<file path="src/rtl/stepper_ramp_driver.sv">
// Stepper motor step/direction generator with trapezoidal speed ramp.
// A command is accepted while Waiting=1. The driver latches the direction,
// waits DIR_SETUP cycles, and then issues StepCount pulses. The period
// shrinks from StartPeriod toward MinPeriod during acceleration and grows back
// during deceleration. A limit switch in the direction of travel or Abort stops
// the move cleanly, without cutting a pulse short.
//
// Ports:
//   Clock100Mhz  - system clock (single domain)
//   Reset        - asynchronous active-high reset
//   StepWrite    - command strobe (sampled only while idle)
//   StepCount    - steps to issue
//   Direction    - 1 = toward end limit, 0 = toward start limit
//   StartPeriod  - first/last step period (cycles)
//   MinPeriod    - cruise period (cycles)
//   RampDelta    - period change per ramp step
//   LimitStart   - start-side limit switch (synchronised, active-high)
//   LimitEnd     - end-side limit switch (synchronised, active-high)
//   Abort        - controlled-stop request
//   StepOutput   - step pulse (registered)
//   DirOutput    - direction to driver (registered)
//   Waiting      - idle and ready for a command (registered)
//   Done         - one-cycle completion pulse (registered)
//   LimitHit     - last move ended by a limit switch
//   StepsDone    - rising edges issued in the current/last move
module stepper_ramp_driver #(
    parameter int CNT_W     = 20,
    parameter int PER_W     = 20,
    parameter int PULSE_W   = 200,
    parameter int DIR_SETUP = 100
) (
    input  logic             Clock100Mhz,
    input  logic             Reset,
    input  logic             StepWrite,
    input  logic [CNT_W-1:0] StepCount,
    input  logic             Direction,
    input  logic [PER_W-1:0] StartPeriod,
    input  logic [PER_W-1:0] MinPeriod,
    input  logic [PER_W-1:0] RampDelta,
    input  logic             LimitStart,
    input  logic             LimitEnd,
    input  logic             Abort,
    output logic             StepOutput,
    output logic             DirOutput,
    output logic             Waiting,
    output logic             Done,
    output logic             LimitHit,
    output logic [CNT_W-1:0] StepsDone
);

    localparam int TMR_W = (PER_W + 1 > 32) ? PER_W + 1 : 32;
    localparam logic [TMR_W-1:0] PULSE_LAST = TMR_W'(PULSE_W - 1);
    localparam logic [TMR_W-1:0] SETUP_LAST = TMR_W'(DIR_SETUP - 1);
    localparam logic [TMR_W-1:0] MIN_PER    = TMR_W'(PULSE_W + 1);

    typedef enum logic [2:0] {IDLE, SETUP, HIGH, LOW, FINISH} state_t;

    state_t             state, state_nxt;
    logic [TMR_W-1:0]   timer, timer_nxt;
    logic [PER_W-1:0]   cur_per, cur_per_nxt;
    logic [CNT_W-1:0]   accel_cnt, accel_cnt_nxt;
    logic [CNT_W-1:0]   steps, steps_nxt;
    logic [CNT_W-1:0]   cmd_cnt, cmd_cnt_nxt;
    logic [PER_W-1:0]   cmd_start, cmd_start_nxt;
    logic [PER_W-1:0]   cmd_min, cmd_min_nxt;
    logic [PER_W-1:0]   cmd_delta, cmd_delta_nxt;
    logic               step_q, step_nxt;
    logic               dir_q, dir_nxt;
    logic               wait_q, wait_nxt;
    logic               done_q, done_nxt;
    logic               hit_q, hit_nxt;
    logic               lim_pend, lim_pend_nxt;
    logic               abort_pend, abort_pend_nxt;

    logic               lim_travel;
    logic               lim_accept;
    logic [PER_W-1:0]   start_sel;
    logic [TMR_W-1:0]   per_ext;
    logic [TMR_W-1:0]   per_eff;
    logic [TMR_W-1:0]   low_load;
    logic [PER_W:0]     per_diff;
    logic [PER_W:0]     per_sum;
    logic [PER_W-1:0]   per_down;
    logic [PER_W-1:0]   per_up;
    logic [CNT_W:0]     half_cnt;
    logic [CNT_W-1:0]   remaining;
    logic               in_decel;
    logic               in_accel;

    assign lim_travel = dir_q ? LimitEnd : LimitStart;
    assign lim_accept = Direction ? LimitEnd : LimitStart;
    assign start_sel  = (StartPeriod > MinPeriod) ? StartPeriod : MinPeriod;

    // Step period never drops below one cycle longer than the pulse, so the
    // output always has at least one low cycle between pulses.
    assign per_ext  = TMR_W'(cur_per);
    assign per_eff  = (per_ext > MIN_PER) ? per_ext : MIN_PER;
    assign low_load = per_eff - MIN_PER;

    // Ramp arithmetic carries one extra bit so underflow/overflow saturate.
    assign per_diff = {1'b0, cur_per} - {1'b0, cmd_delta};
    assign per_sum  = {1'b0, cur_per} + {1'b0, cmd_delta};
    assign per_down = (per_diff[PER_W] || (per_diff[PER_W-1:0] < cmd_min))
                      ? cmd_min : per_diff[PER_W-1:0];
    assign per_up   = (per_sum > {1'b0, cmd_start}) ? cmd_start : per_sum[PER_W-1:0];

    assign half_cnt  = ({1'b0, cmd_cnt} + (CNT_W+1)'(1)) >> 1;
    assign remaining = cmd_cnt - steps;
    assign in_decel  = (remaining <= accel_cnt);
    assign in_accel  = ({1'b0, steps} < half_cnt) && (cur_per > cmd_min);

    always_comb begin
        state_nxt      = state;
        timer_nxt      = timer;
        cur_per_nxt    = cur_per;
        accel_cnt_nxt  = accel_cnt;
        steps_nxt      = steps;
        cmd_cnt_nxt    = cmd_cnt;
        cmd_start_nxt  = cmd_start;
        cmd_min_nxt    = cmd_min;
        cmd_delta_nxt  = cmd_delta;
        step_nxt       = step_q;
        dir_nxt        = dir_q;
        wait_nxt       = wait_q;
        done_nxt       = 1'b0;
        hit_nxt        = hit_q;
        lim_pend_nxt   = lim_pend;
        abort_pend_nxt = abort_pend;

        unique case (state)
            IDLE: begin
                wait_nxt = 1'b1;
                if (StepWrite) begin
                    cmd_cnt_nxt   = StepCount;
                    cmd_start_nxt = StartPeriod;
                    cmd_min_nxt   = MinPeriod;
                    cmd_delta_nxt = RampDelta;
                    cur_per_nxt   = start_sel;
                    accel_cnt_nxt = '0;
                    steps_nxt     = '0;
                    dir_nxt       = Direction;
                    wait_nxt      = 1'b0;
                    hit_nxt       = 1'b0;
                    if (lim_accept) begin
                        hit_nxt   = 1'b1;
                        done_nxt  = 1'b1;
                        state_nxt = FINISH;
                    end else if (StepCount == '0) begin
                        done_nxt  = 1'b1;
                        state_nxt = FINISH;
                    end else begin
                        timer_nxt = SETUP_LAST;
                        state_nxt = SETUP;
                    end
                end
            end

            SETUP: begin
                if (lim_travel || Abort) begin
                    hit_nxt   = lim_travel;
                    done_nxt  = 1'b1;
                    state_nxt = FINISH;
                end else if (timer == '0) begin
                    step_nxt       = 1'b1;
                    steps_nxt      = steps + CNT_W'(1);
                    timer_nxt      = PULSE_LAST;
                    lim_pend_nxt   = 1'b0;
                    abort_pend_nxt = 1'b0;
                    state_nxt      = HIGH;
                end else begin
                    timer_nxt = timer - TMR_W'(1);
                end
            end

            HIGH: begin
                // A stop seen mid-pulse is remembered and acted on once the
                // pulse has run its full width.
                lim_pend_nxt   = lim_pend | lim_travel;
                abort_pend_nxt = abort_pend | Abort;
                if (timer == '0) begin
                    step_nxt = 1'b0;
                    if (lim_pend || lim_travel || abort_pend || Abort) begin
                        hit_nxt   = lim_pend | lim_travel;
                        done_nxt  = 1'b1;
                        state_nxt = FINISH;
                    end else begin
                        timer_nxt = low_load;
                        state_nxt = LOW;
                        if (in_decel) begin
                            cur_per_nxt = per_up;
                        end else if (in_accel) begin
                            cur_per_nxt   = per_down;
                            accel_cnt_nxt = accel_cnt + CNT_W'(1);
                        end
                    end
                end else begin
                    timer_nxt = timer - TMR_W'(1);
                end
            end

            LOW: begin
                if (lim_travel || Abort) begin
                    hit_nxt   = lim_travel;
                    done_nxt  = 1'b1;
                    state_nxt = FINISH;
                end else if (timer == '0) begin
                    if (steps == cmd_cnt) begin
                        done_nxt  = 1'b1;
                        state_nxt = FINISH;
                    end else begin
                        step_nxt       = 1'b1;
                        steps_nxt      = steps + CNT_W'(1);
                        timer_nxt      = PULSE_LAST;
                        lim_pend_nxt   = 1'b0;
                        abort_pend_nxt = 1'b0;
                        state_nxt      = HIGH;
                    end
                end else begin
                    timer_nxt = timer - TMR_W'(1);
                end
            end

            FINISH: begin
                step_nxt  = 1'b0;
                wait_nxt  = 1'b1;
                state_nxt = IDLE;
            end

            default: begin
                state_nxt = IDLE;
            end
        endcase
    end

    always_ff @(posedge Clock100Mhz or posedge Reset) begin
        if (Reset) begin
            state      <= IDLE;
            timer      <= '0;
            cur_per    <= '0;
            accel_cnt  <= '0;
            steps      <= '0;
            cmd_cnt    <= '0;
            cmd_start  <= '0;
            cmd_min    <= '0;
            cmd_delta  <= '0;
            step_q     <= 1'b0;
            dir_q      <= 1'b0;
            wait_q     <= 1'b1;
            done_q     <= 1'b0;
            hit_q      <= 1'b0;
            lim_pend   <= 1'b0;
            abort_pend <= 1'b0;
        end else begin
            state      <= state_nxt;
            timer      <= timer_nxt;
            cur_per    <= cur_per_nxt;
            accel_cnt  <= accel_cnt_nxt;
            steps      <= steps_nxt;
            cmd_cnt    <= cmd_cnt_nxt;
            cmd_start  <= cmd_start_nxt;
            cmd_min    <= cmd_min_nxt;
            cmd_delta  <= cmd_delta_nxt;
            step_q     <= step_nxt;
            dir_q      <= dir_nxt;
            wait_q     <= wait_nxt;
            done_q     <= done_nxt;
            hit_q      <= hit_nxt;
            lim_pend   <= lim_pend_nxt;
            abort_pend <= abort_pend_nxt;
        end
    end

    assign StepOutput = step_q;
    assign DirOutput  = dir_q;
    assign Waiting    = wait_q;
    assign Done       = done_q;
    assign LimitHit   = hit_q;
    assign StepsDone  = steps;

endmodule

</file>
<file path="config.mk">
export PLATFORM = sky130hd
export DESIGN_NAME = stepper_ramp_driver
export DESIGN_NICKNAME = d
export VERILOG_FILES = /design/src/rtl/stepper_ramp_driver.sv
export SDC_FILE = /design/constraint.sdc
export NUM_CORES = 1
export LEC_CHECK = 0
export CAP_MARGIN = 15
export CORE_MARGIN = 5
export CORE_UTILIZATION = 45
export DETAILED_ROUTE_END_ITERATION = 10
export GPL_TIMING_DRIVEN = 1
export PLACE_DENSITY_LB_ADDON = 0.25
export REMOVE_ABC_BUFFERS = 1
export SKIP_LAST_GASP = 1
export SYNTH_ARGS = -nofsm -noshare
export SYNTH_HDL_FRONTEND = slang
export SYNTH_SLANG_ARGS = --single-unit
</file>
<file path="constraint.sdc">
create_clock -name Clock100Mhz -period 7.5 [get_ports Clock100Mhz]
set_input_delay 1.125 -clock Clock100Mhz [delete_from_list [all_inputs] [get_ports Clock100Mhz]]
set_output_delay 1.125 -clock Clock100Mhz [all_outputs]
set_load 0.01 [all_outputs]
</file>
* Yosys cells after proc, flatten, opt, wreduce, memory -nomap -nowiden
Index checks and enable logic that the tools add are counted.
** Operators by class
- Equal/unequal tests :: 24
- Muxes and demuxes :: 77
- $add $sub $neg :: 8
- Magnitude comparators :: 7
- Reduce and logical (&&, ||, !) cells :: 26
- Bitwise operators :: 2
** Operators by type and width (count)
- $mux 20 :: 19
- $mux 32 :: 10
- $pmux 32 s4 :: 1
- $pmux 20 s2 :: 2
- $pmux 20 s3 :: 1
- $add 20x1->20 const B :: 2
- $gt 20x20->1 :: 2
- $lt 20x20->1 :: 2
- $logic_not 32->1 :: 1
- $sub 32x1->32 const B :: 1
- $mux 3 :: 10
- $mux 1 :: 27
- $ne 2x2->1 const B :: 13
- $add 20x1->21 const B :: 1
- $add 20x20->21 :: 1
- $gt 21x20->1 :: 1
- $sub 20x20->21 :: 1
- $sub 20x8->21 const B :: 1
- $eq 20x20->1 :: 1
- $gt 20x8->1 const B :: 1
- $le 20x20->1 :: 1
- $logic_not 20->1 :: 1
- $sub 20x20->20 :: 1
- $ne 3x3->1 const B :: 5
- 22 further kinds :: 38
** Word-level totals
- Input bits :: 87
- Logic and storage cells :: 160
- Output and inout bits :: 25
- Register bits after elaboration :: 182

* Logic depth before layout (Yosys ltp)
- Depth after elaboration :: 9
- Depth in mapped cells :: 23
- Mapped depth without buffers :: 22

* Worst setup path before layout
Ideal clock, no wire load.
- Path type :: register -> register
- From :: register cur_per[6]
- To :: register cur_per[10]
- Library setup time :: 132 ps
- Data required time :: 7368 ps
- Slack :: 2380 ps
- Cell stages (with the launch flop) :: 19
- Arrival :: 4988 ps
- Path buffers :: 1
- Period minus slack after synthesis :: 5120 ps
- Cells stage by stage :: dfrtp_1 ha_1 clkbuf_1 or4_1 a2111oi_1 o21ai_0 a2111oi_1 o221ai_1 xnor2_1 inv_1 ha_1 a211o_1 a2111oi_0 o2111a_1 o21ai_0 nor2_1 mux2_2 nor4_1 a211oi_1
** On the way
- Word-level cells in the longest chain between the ends :: 9
- Elaborated cells between the ends (all ways) :: 16
- Those cells by class :: add/sub (2); order compare (3); eq/ne (1); mux (7); reduce/logical (3)
** RTL lines
- start: declaration :: line 60 : logic [PER_W-1:0] cur_per, cur_per_nxt;
- start signal: assignment :: line 256 : cur_per <= cur_per_nxt;
- $sub 20x20->21 :: line 101 : assign per_diff = {1'b0, cur_per} - {1'b0, cmd_delta};
- $lt 20x20->1 :: line 103 : assign per_down = (per_diff[PER_W] || (per_diff[PER_W-1:0] < cmd_min))
- $logic_or 1x1->1 :: line 103
- $mux 20 :: line 104 : ? cmd_min : per_diff[PER_W-1:0];
- $mux 20 :: line 191 : end else if (in_accel) begin
- $mux 20 :: line 189 : if (in_decel) begin
- $mux 20 :: line 182 : if (lim_pend || lim_travel || abort_pend || Abort) begin
- $mux 20 :: line 180 : if (timer == '0) begin
- $pmux 20 s2 :: line 130 : unique case (state)
Several ways; a longest one is shown, not always the timed one. The select of a mux whose other input is x is not followed.
A chain may end at the register's enable or synchronous reset.

* Worst setup path in the final report
- From :: register cur_per[6]
- To :: register cur_per[5]
The elaborated chain is that of the path after synthesis.

==> load_flow_metrics.sql <==
INSERT INTO impl_metrics (metric_group, metric, value, unit) VALUES
('floorplanning', 'width_of_the_die', '197', 'um'),
('drt', 'drt-total-wl', '48.7', 'mm'),
('timing', 'fin_hold_ws', '500', 'ps'),
('cells_and_area', 'most_common_cell_after_layout_fill_and_taps_aside', 'nand2_1', ''),
('timing', 'timing.final.hold_violations', '0', ''),
('cells_and_area', 'final_non_filler_cell_area', '17900', 'um^2'),
('critical_path', 'timing.critical_path.from_type', 'register', ''),
('logic_synthesis', 'post_synth.cell_area_avg', '8.03', 'um^2'),
('logic_synthesis', 'gate_count_post_synth', '1959', ''),
('global_routing', 'vias_in_the_first_global_route', '14200', ''),
('cts', 'worst_setup_hold_path_clk_slew', '70', 'ps'),
('cts', 'cts_inserted_buffers', '17', ''),
('cts', 'cts.hold.buffers_added', '0', ''),
('floorplanning', 'die_height', '197', 'um'),
('status', 'outcome', 'finished clean', ''),
('floorplanning', 'rows', '68', ''),
('cells_and_area', 'synthToLayoutAreaGrowth', '13.5', '%'),
('power_and_ir_drop', 'maximum_ir_drop_on_the_vdd_rail', '0.437', 'mV'),
('floorplanning', 'floorplan.core_area', '34500', 'um^2'),
('timing', 'slew_headroom', '20.9', '%'),
('logic_synthesis', 'synth_enable_flop_cells', '0', ''),
('critical_path', 'worst_ep_arrival_time', '7250', 'ps'),
('power_and_ir_drop', 'power.density_cell_area', '506', 'nW/um^2'),
('timing', 'finalMaxSlewViolations', '0', ''),
('job', 'cap_viol_max_count', '0', ''),
('floorplanning', 'initial_core_util', '45.5', '%'),
('cts', 'clock_path_buffers', '2', ''),
('global_routing', 'wire_length_of_the_first_global_routing_pass', '76.7', 'mm'),
('timing', 'finalCritPeriodShare', '93.0', '%'),
('global_routing', 'grt_residual_overflow', '0', ''),
('hold_path', 'min_path_type', 'register to register', ''),
('logic_synthesis', 'postSynth.topFlopCell', 'dfrtp_1', ''),
('logic_synthesis', 'synth_seq_area_share', '29.0', '%'),
('cells_and_area', 'layout_common_cells', 'nand2_1, ha_1, dfrtp_1', ''),
('place', 'hpwlAfterDp', '37.2', 'mm'),
('critical_path', 'crit_type', 'register to register', ''),
('cts', 'post_cts_resized', '0', ''),
('logic_synthesis', 'synthesis.area', '15700', 'um^2'),
('drt', 'drt_first_iter_violations', '983', ''),
('drt', 'antenna_left', '0', ''),
('place', 'port_buffers', '111', ''),
('place', 'post_dp_cell_area', '17200', 'um^2'),
('cts', 'cts_post_setup_buffers_inserted', '0', ''),
('floorplanning', 'die_area', '38800', 'um^2'),
('timing', 'clock.fmax', '0.143', 'GHz'),
('critical_path', 'maximum_fanout_along_the_worst_path', '10', ''),
('cts', 'cts_sink_count', '182', ''),
('drt', 'wl_per_cell', '19.5', 'um'),
('floorplanning', 'top_level_ports', '112', ''),
('cells_and_area', 'antenna_cells', '0', ''),
('global_routing', 'gr-usage-all-layers', '24.6', '%'),
('cells_and_area', 'layout.core_utilization', '51.7', '%'),
('logic_synthesis', 'asyncSetResetFlopFracSynth', '100', '%'),
('cts', 'htree_levels', '4', ''),
('power_and_ir_drop', 'cellLeakagePower', '7.90', 'nW'),
('cells_and_area', 'fin_nets', '2298', ''),
('cts', 'cts_root_buf', 'clkbuf_16', ''),
('timing', 'grt_setup_unrepaired', 'false', ''),
('drt', 'viasPerCell', '5.92', ''),
('critical_path', 'critical_path.endpoint_type', 'register', ''),
('timing', 'finalWorstPathRequiredPeriod', '6970', 'ps'),
('drt', 'dr.pass1.iters', '8', ''),
('timing', 'finClkSkew', '16.9', 'ps'),
('cts', 'clock_latency', '460', 'ps'),
('place', 'last_weighted_congestion_value_of_the_routability_driven_placer', '0.951', ''),
('drt', 'via_count', '14800', ''),
('logic_synthesis', 'post_synth_num_cell_types', '90', ''),
('timing', 'fin_setup_tns', '0', 'ps'),
('global_routing', 'maximum_number_of_pins_on_one_net_before_global_route_repair', '118', ''),
('drt', 'drc', '0', ''),
('logic_synthesis', 'synth.yosys.warnings', '0', ''),
('critical_path', 'critPathRequiredTime', '7770', 'ps'),
('power_and_ir_drop', 'finalPower', '9.04', 'mW'),
('global_routing', 'antenna_found_initial', '1', ''),
('logic_synthesis', 'synthesis_stage_register_bit_count', '182', ''),
('cells_and_area', 'post_route_cells_drive_above_1_share', '4.86', '%'),
('cells_and_area', 'fillers', '3363', ''),
('timing', 'setup_viol', '0', ''),
('cts', 'cts_tree', 'done', ''),
('timing', 'max_slew.worst_pin.slew', '1180', 'ps');
flip-flops by register name, summed over array words and instances, names as in the netlist, 3 cells and up:
name / flops
StepsDone: 20
accel_cnt: 20
cmd_cnt: 20
cmd_delta: 20
cmd_min: 20
cmd_start: 20
cur_per: 20
state: 3
timer: 32
power by group:
part	switching, mW	leakage (nW)	internal, mW
Clock	0.443	0.305	0.573
Combinational	3.91	5.27	2.44
Sequential	0.396	2.33	1.28
layout make-up:
| cell class | instances | area (um^2) | share of cell area, % |
|---|---|---|---|
| Clock inverter | 13 | 193 | 1.08 |
| Sequential cell | 182 | 4560 | 25.5 |
| Multi-Input combinational cell | 1534 | 10300 | 57.4 |
| Inverter | 163 | 619 | 3.47 |
| Timing Repair Buffer | 127 | 1230 | 6.88 |
| Clock buffer | 19 | 443 | 2.48 |
| Tap cell | 455 | 569 | 3.19 |
worst max-delay path: stages, from the launching register on:
cell and delay (ps):
dfrtp_1 520, ha_1 490, or4_1 590, a2111oi_1 570
o21ai_0 380, a2111oi_1 600, o221ai_1 230, xnor2_1 280
inv_1 80, ha_1 200, a211o_1 290, a2111oi_0 500
o2111a_1 310, o21ai_0 200, nor2_1 530, nand2_1 510
o221ai_1 370, a221oi_1 140
per-layer routing:
metal  GRT usage [%]  up-vias  share of wire [%]
met2            40.2      436                 46
met5               0        -              0.027
li1                -     7164                  -
met1            33.0     7068                 45
met3            3.61       90                5.3
met4            9.32        2                3.8
logic make-up (layout without fill, tap and decap cells):
kind of cell               Yosys count  count (layout)  synth area share [%]
AOI/OAI and AO/OA                  550             550                  22.4
xor gates and xnor gates            98              98                  5.46
adders and majority gates          186             186                  14.9
buffers and inverters              243             322                  6.06
DFF                                182             182                  29.0
muxes                               21              21                  1.39
and+or+nand+nor                    679             679                  20.8
per-stage QoR:
stage	std cells	worst slack [ps]
floorplan	1879	1430
global placement	2460	1090
detailed placement	2460	704
CTS	2492	650
global route	2493	178
finish	2493	527
worst paths after layout:
path / from / to / slack [ps] / depth (start not counted)
worst max-delay path: cur_per[6] / cur_per[5] / 530 / 17
worst min-delay path: Waiting / Waiting / 500 / 2
worst max register to register: cur_per[6] / cur_per[5] / 530 / 17
worst min register to register: Waiting / Waiting / 500 / 2
max in group asynchronous: Reset / cmd_min[12] / 4810 / 3
min in group asynchronous: Reset / StepOutput / 1270 / 2
cells in the mapped netlist, drive strengths merged, types with 12 or more instances:
library cell,n,area share [%]
nand2,240,5.8
ha,183,15
dfrtp,181,29
o21ai,176,5.6
inv,163,3.9
nor2,154,3.7
a21oi,137,4.5
xnor2,65,3.6
clkbuf,63,1.5
nand3,53,1.7
nor3,44,1.4
nand4,37,1.6
xor2,33,1.8
a21o,31,1.5
nor4,29,1.4
and3,23,0.92
a211oi,21,1.0
o211ai,20,0.95
or3,20,0.81
nor2b,17,0.68
buf,16,0.61
nand2b,16,0.64
a221oi,14,0.78
mux2i,14,0.89
o21a,13,0.62
o21bai,13,0.62
a31oi,12,0.48
No activity file was read; power rests on OpenSTA's default activity.
